--- src/rtl/load_buffer_pkg.sv ---
// Shared constants and entry type for the speculative load buffer.
package load_buffer_pkg;

    localparam int unsigned LOADBUF_IDX_W     = 3;
    localparam int unsigned LOADBUF_ENTRIES   = (1 << LOADBUF_IDX_W) - 1;
    localparam int unsigned LOADBUF_ADDR_W    = 32;
    localparam int unsigned LOADBUF_MATCH_LSB = 2;
    localparam int unsigned LOADBUF_CNT_W     = 16;

    // Index 0 is reserved to mean "no entry"
    localparam logic [LOADBUF_IDX_W-1:0] LOADBUF_NONE = LOADBUF_IDX_W'(0);

    typedef struct packed {
        logic                      valid;
        logic                      hazard;
        logic [LOADBUF_ADDR_W-1:0] addr;
    } loadbuf_entry_t;

endpackage

--- src/rtl/loadbuf_prio_enc.sv ---
// Lowest-free-index priority encoder: bit i of valid is entry i+1.
module loadbuf_prio_enc
    import load_buffer_pkg::*;
#(
    parameter int unsigned NUM   = LOADBUF_ENTRIES,
    parameter int unsigned IDX_W = LOADBUF_IDX_W
) (
    input  logic [NUM-1:0]   valid,
    output logic [IDX_W-1:0] free_idx_c,
    output logic             full_c
);

    // Scan from the top down so the lowest free index wins
    always_comb begin
        free_idx_c = '0;
        for (int i = int'(NUM) - 1; i >= 0; i--) begin
            if (!valid[i]) begin
                free_idx_c = IDX_W'(i + 1);
            end
        end
    end

    assign full_c = &valid;

endmodule

--- src/rtl/load_buffer.sv ---
// Speculative load buffer: tracks issued loads until ROB commit and flags
// loads that were overtaken by an older same-word committed store.
// Optional build macro: LOADBUF_STATS_EN adds the misload_count output.
module load_buffer
    import load_buffer_pkg::*;
(
    input  logic                       clk,
    input  logic                       reset_n,
    input  logic                       flush,
    input  logic                       alloc_en,
    input  logic [LOADBUF_ADDR_W-1:0]  alloc_addr,
    output logic [LOADBUF_IDX_W-1:0]   free_entry,
    output logic                       full,
    input  logic                       store_we,
    input  logic [LOADBUF_ADDR_W-1:0]  store_addr,
    input  logic [LOADBUF_IDX_W-1:0]   commit_entry,
    output logic                       misload,
    output logic [LOADBUF_IDX_W-1:0]   occupancy
`ifdef LOADBUF_STATS_EN
    ,
    output logic [LOADBUF_CNT_W-1:0]   misload_count
`endif
);

    localparam int unsigned IDX_W     = LOADBUF_IDX_W;
    localparam int unsigned NUM       = LOADBUF_ENTRIES;
    localparam int unsigned ADDR_W    = LOADBUF_ADDR_W;
    localparam int unsigned MATCH_LSB = LOADBUF_MATCH_LSB;

    loadbuf_entry_t   ent_q [1:NUM];
    loadbuf_entry_t   ent_d [1:NUM];
    logic [NUM:0]     valid_v;
    logic [NUM:0]     hazard_v;
    logic [NUM:1]     snoop_hit;
    logic [NUM:1]     alloc_hit;
    logic [NUM:1]     commit_hit;
    logic [IDX_W-1:0] grant_c;
    logic             full_c;
    logic             alloc_fire;
    logic             alloc_snoop_hit;
    logic [IDX_W-1:0] occ_d;
    logic             store_addr_unused;

    // Byte offset within a word never participates in the match
    assign store_addr_unused = ^store_addr[MATCH_LSB-1:0];

    // Grant comes from pre-edge valid bits only
    loadbuf_prio_enc #(
        .NUM   (NUM),
        .IDX_W (IDX_W)
    ) u_prio_enc (
        .valid      (valid_v[NUM:1]),
        .free_idx_c (grant_c),
        .full_c     (full_c)
    );

    assign free_entry = grant_c;
    assign full       = full_c;
    assign alloc_fire = alloc_en && !full_c;

    // A same-cycle allocation hit by the store is marked stale conservatively
    assign alloc_snoop_hit = store_we &&
        (alloc_addr[ADDR_W-1:MATCH_LSB] == store_addr[ADDR_W-1:MATCH_LSB]);

    assign valid_v[0]  = 1'b0;
    assign hazard_v[0] = 1'b0;

    // Per-entry store comparators and alloc/commit decode
    for (genvar gi = 1; gi <= NUM; gi++) begin : g_entry
        assign valid_v[gi]    = ent_q[gi].valid;
        assign hazard_v[gi]   = ent_q[gi].hazard;
        assign snoop_hit[gi]  = store_we && ent_q[gi].valid &&
            (ent_q[gi].addr[ADDR_W-1:MATCH_LSB] == store_addr[ADDR_W-1:MATCH_LSB]);
        assign alloc_hit[gi]  = alloc_fire && (grant_c == IDX_W'(gi));
        assign commit_hit[gi] = ent_q[gi].valid && (commit_entry == IDX_W'(gi));
    end

    // Slot 0 holds zeros, so "no entry" never reports a misload
    assign misload = valid_v[commit_entry] && hazard_v[commit_entry];

    // Next entry state: flush > commit > alloc > snoop
    always_comb begin
        occ_d = '0;
        for (int i = 1; i <= int'(NUM); i++) begin
            ent_d[i] = ent_q[i];
            if (flush) begin
                ent_d[i].valid  = 1'b0;
                ent_d[i].hazard = 1'b0;
            end else if (commit_hit[i]) begin
                ent_d[i].valid  = 1'b0;
                ent_d[i].hazard = 1'b0;
            end else if (alloc_hit[i]) begin
                ent_d[i].valid  = 1'b1;
                ent_d[i].addr   = alloc_addr;
                ent_d[i].hazard = alloc_snoop_hit;
            end else if (snoop_hit[i]) begin
                ent_d[i].hazard = 1'b1;
            end
            occ_d = occ_d + IDX_W'(ent_d[i].valid);
        end
    end

    // Entry storage and occupancy
    always_ff @(posedge clk or negedge reset_n) begin
        if (!reset_n) begin
            for (int i = 1; i <= int'(NUM); i++) begin
                ent_q[i] <= '0;
            end
            occupancy <= '0;
        end else begin
            for (int i = 1; i <= int'(NUM); i++) begin
                ent_q[i] <= ent_d[i];
            end
            occupancy <= occ_d;
        end
    end

`ifdef LOADBUF_STATS_EN
    // Saturating misload counter, cleared only by reset
    always_ff @(posedge clk or negedge reset_n) begin
        if (!reset_n) begin
            misload_count <= '0;
        end else if (misload && (misload_count != '1)) begin
            misload_count <= misload_count + LOADBUF_CNT_W'(1);
        end
    end
`endif

endmodule

--- config.mk ---
export PLATFORM = sky130hd
export DESIGN_NAME = load_buffer
export DESIGN_NICKNAME = d
export VERILOG_FILES = /design/src/rtl/load_buffer_pkg.sv /design/src/rtl/loadbuf_prio_enc.sv /design/src/rtl/load_buffer.sv
export SDC_FILE = /design/constraint.sdc
export NUM_CORES = 1
export LEC_CHECK = 0
export CAP_MARGIN = 10
export CORE_ASPECT_RATIO = 0.9
export CORE_MARGIN = 5
export CORE_UTILIZATION = 35
export CTS_BUF_LIST = sky130_fd_sc_hd__clkbuf_4
export DETAILED_ROUTE_END_ITERATION = 6
export PLACE_DENSITY = 0.58
export RECOVER_POWER = 25
export SETUP_SLACK_MARGIN = 0.2
export SLEW_MARGIN = 20
export SYNTH_ARGS = -nofsm -noshare
export SYNTH_HDL_FRONTEND = slang
export SYNTH_HIERARCHICAL = 1
export SYNTH_SLANG_ARGS = --single-unit
--- constraint.sdc ---
create_clock -name clk -period 7.88 [get_ports clk]
set_input_delay 1.97 -clock clk [delete_from_list [all_inputs] [get_ports clk]]
set_output_delay 1.97 -clock clk [all_outputs]
set_load 0.05 [all_outputs]
; Yosys cells after proc, flatten, opt, wreduce, memory -nomap -nowiden
; Index checks and enable logic that the tools add are counted.
[totals]
inputBits = 72
elab_cells = 152
out_inout_bits = 8
regBits = 241
[op_classes]
n_addsub = 6
reduce_logical = 47
n_lt_le_gt_ge = 1
eq_ne = 22
bitwise_logic = 8
mux = 46
[ops]
columns = cell, count
row1 = $eq A30 B30 Y1, 8
row2 = $logic_and A1 B1 Y1, 31
row3 = $mux W2, 14
row4 = $reduce_bool A4 Y1, 7
row5 = $eq A3 B3 Y1 const B, 8
row6 = $mux W1, 23
row7 = $mux W3, 7
row8 = $reduce_and A3 Y1, 7
row9 = $add A3 B1 Y3, 4
row10 = $eq A3 B2 Y1 const B, 4
row11 = $not A1 Y1, 8
row12 = $reduce_and A7 Y1, 1
row13 = $bmux W1 S3, 2
row14 = $eq A3 B1 Y1 const B, 2
row15 = $lt A3 B4 Y1 const B, 1
row16 = $add A2 B1 Y3, 1
row17 = $add A1 B1 Y2, 1
row18 = $logic_not A1 Y1, 1

; Longest topological paths before layout
[depth]
ltp_word = 18
depth_mapped = 13
ltp_nobuf = 13

; Cells and area by module
; Netlist, hierarchy kept.
[modules_own_cells]
columns = mod, seq_area_each_um2, instances, cells_per_inst, area_per_inst_um2
row1 = load_buffer, 5680.4, 1, 907, 11661.2
row2 = loadbuf_prio_enc, 0.0, 1, 12, 65.1

; Worst setup path after synthesis
; OpenSTA, ideal clock, no wires.
[synth_timing]
path_type = input -> output
start = input commit_entry[0]
end = output misload
arrival_time_ns = 3.533
path_stages = 6
path_buffers = 1
required_ns = 5.910
setup_slack_ns = 2.377
cell_sequence = buf_2 -> nor2b_1 -> a32oi_1 -> nor2_1 -> a21oi_1 -> o21ai_0
[synth_via]
elab_chain_len = 3
elab_cells_between_ends = 5
cone_classes = mux: 4 / reduce/logical: 1
[synth_rtl]
columns = item, line
row1 = start: declaration, load_buffer.sv:16  ; input logic [LOADBUF_IDX_W-1:0] commit_entry,
row2 = $bmux W1 S3, load_buffer.sv:79  ; assign misload = valid_v[commit_entry] && hazard_v[commit_entry];
row3 = $mux W1 (implied by the code), load_buffer.sv:79
row4 = $logic_and A1 B1 Y1 *, load_buffer.sv:79
row5 = end: declaration, load_buffer.sv:17  ; output logic misload,
; Mark *: on every way between the ends. The rest lies on a longest branch, timed or not. The select of a mux whose other input is x is not followed.

; Worst setup path after layout
; Same ends and word-level chain as after synthesis.

==> reports/summary.txt <==
CP endpoint kind - primary output
Status - finished with violations
Clock Skews - 59.55 ps
Fill cell count - 3174
Gr usage total - 0.1815
Failing checks - max-capacitance violations, max-slew violations
Min Tclk post-route - 6014 ps
Inserted Clock Buffers - 60
Remaining antenna violation count - 0
Fin Setup TNS - 0 ps
Nets - 1088
Clock sink count - 227
First-pass DRT Iterations - 5
CP Data Arrival Time - 4040 ps
Finished Core Util - 0.4077
Synth Flop Type - dfrtp_1
Ports - 80
Mapped Area - 11730 sq um
Ys Warns - 6
RSZ-0062 raised after global routing - false
Mapped Nets - 995
Die Area - 37270 sq um
Final wirelength - 33800 um
Critical Path Fanout Max - 11
Cell Pwr Density - 221.8 nW/um^2
Core area - 33030 sq um
Post_cts resized - 0
Worst Path Required - 5910 ps
Die Height - 183.6 um
Post-place setup slack - 1893 ps
Clk root buf - clkbuf_4
Wire per inst - 22.88 um
Initial antenna violation count - 1
Leak Pwr - 5.756 nW
Commonest cells in the netlist - dfrtp_1, mux2_2, xnor2_1
Starting density of the core - 0.3550
Worst relative slew slack - -0.5416
Max frequency - 166.3 MHz
Share of the synthesized area in the top cell type - 0.4844
Count leader, synth - dfrtp_1
Peak supply drop - 97.82 uV
Final GP Congestion - 0.8706
Worst slew pin tran - 2312 ps
Reg area - 5680 sq um
Post-synth EDFFs - 0
H-tree depth - 2
Hold_buf cts - 0
First-pass GRT wire length - 50740 um
Worst Hold Class - register to register
Fin crit share - 0.7632
Total gr overflow - 0
Share of post-route cells with drive strength above 1 - 0.2963
Layout Cells excl Fill - 1477
Register area share after synthesis - 0.4844
Fin worst setup slack - 1866 ps
Startpoint Class - primary input
Skew-Pair Late Insertion Delay - 740 ps
Synthesis-to-finish area growth - 14.82%
Largest net degree at the start of global routing - 128
Avg Cell Area, Syn - 12.76 sq um
Initial drt markers - 402
Clock transition at path regs - 60 ps
CTS tree - yes
Hold Fails Final Rpt - 0
Multi-input logic area - 5608 sq um
Largest cells by area after synthesis - dfrtp_1, mux2_2, xnor2_1
Pwr Total - 0.002987 W
Vias/cell - 5.125
Number of global-route vias before repair - 7722
FF+latch count, synth - 227
Mapped Cells - 919
DRC - 0
Placed cell count - 1370
Clock buffer depth - 3
DPL Wire Length - 22870 um
Yosys top cell by area - dfrtp_1
Slew Limit Fails - 130
Post-synth ARST share - 1.000
Unique masters post-synth - 43
Max-cap violation count - 2
Die W - 202.9 um
Site Rows - 63
Number of port buffers - 75
Buffer count from post-CTS setup fixing - 0
# setup viols final - 0
Via Count - 7569
Critical path type - primary input to primary output
==> power breakdown <==
group          switching [W]  internal (W)  leakage (nW)  total (W)
sequential         0.0000997       0.00132          3.01    0.00142
combinational       0.000267      0.000280          2.31   0.000547
clock               0.000492      0.000528         0.445    0.00102
==> cell families (layout without fill, tap and decap cells) <==
family / Yosys count / count (layout) / synth area share
buffers and inverters: 69 / 203 / 0.04012
and+or+nand+nor: 142 / 142 / 0.07096
AOI/OAI and AO/OA: 27 / 27 / 0.01675
DFF: 227 / 227 / 0.4844
muxes: 210 / 210 / 0.2017
xor gates and xnor gates: 240 / 240 / 0.1793
other: 0 / 2 / 0
adders and majority gates: 4 / 4 / 0.006829
==> final cells by class <==
class / count / share of cell area
clock buffers: 92 / 0.05130
clock inverters: 11 / 0.004089
well taps: 422 / 0.03922
inverters: 14 / 0.003903
diodes: 2 / 0.0003717
repair buffers: 86 / 0.06273
multi-input cells: 623 / 0.4165
flip-flops and latches: 227 / 0.4219
==> cell usage in the layout (no fill, tap or decap), types with 4 or more instances in the layout <==
cell,instances
dfrtp_1,227
mux2_2,190
xnor2_1,170
clkbuf_4,92
clkdlybuf4s50_1,74
xor2_1,70
nand4_1,43
nor4_1,28
nor2_1,25
mux2_1,20
nand3_1,18
inv_1,13
buf_4,9
clkinv_1,8
nor2b_1,5
a21oi_1,4
o21ai_0,4
a221oi_1,4
fa_1,4
==> critical path, cell delays in order <==
cell	delay, ps
clkdlybuf4s50_1	590
nor2b_1	230
a32oi_1	80
nor2_1	110
a21oi_1	50
o21ai_0	180
clkdlybuf4s50_1	840
==> metrics by stage <==
step	instance area, sq um	hold WS [ps]
3_5_place_dp	12690	496.4
4_1_cts	13440	510.8
2_1_floorplan	11730	478.2
3_3_place_gp	12690	488.2
6_report	13460	506.1
5_1_grt	13460	518.0
==> routing by layer <==
| layer | GRT usage | wire length [um] | vias to the layer above |
|---|---|---|---|
| li1 | - | - | 3415 |
| met1 | 0.2645 | 16230 | 3882 |
| met2 | 0.2793 | 15130 | 216 |
| met3 | 0.03757 | 1759 | 56 |
| met4 | 0.04236 | 675 | 0 |
| met5 | 0 | 0 | - |
==> path summary, 6_finish.rpt <==
kind,startpoint,endpoint,slack [ps],cells after the start
min in group asynchronous,reset_n,ent_q[195]$_DFFE_PN0P_,1840,1
min reg2reg,ent_q[225]$_DFFE_PN0P_,ent_q[225]$_DFFE_PN0P_,510,1
max,commit_entry[0],misload,1870,7
max reg2reg,ent_q[33]$_DFF_PN0_,occupancy[1]$_DFF_PN0_,4020,13
max in group asynchronous,reset_n,ent_q[30]$_DFFE_PN0P_,2860,2
min,ent_q[225]$_DFFE_PN0P_,ent_q[225]$_DFFE_PN0P_,510,1
==> registers in the layout, indices dropped and copies added (netlist names) <==
| signal | flops |
|---|---|
| ent_q | 224 |
| occupancy | 3 |
(Power assumes the default switching activity.)
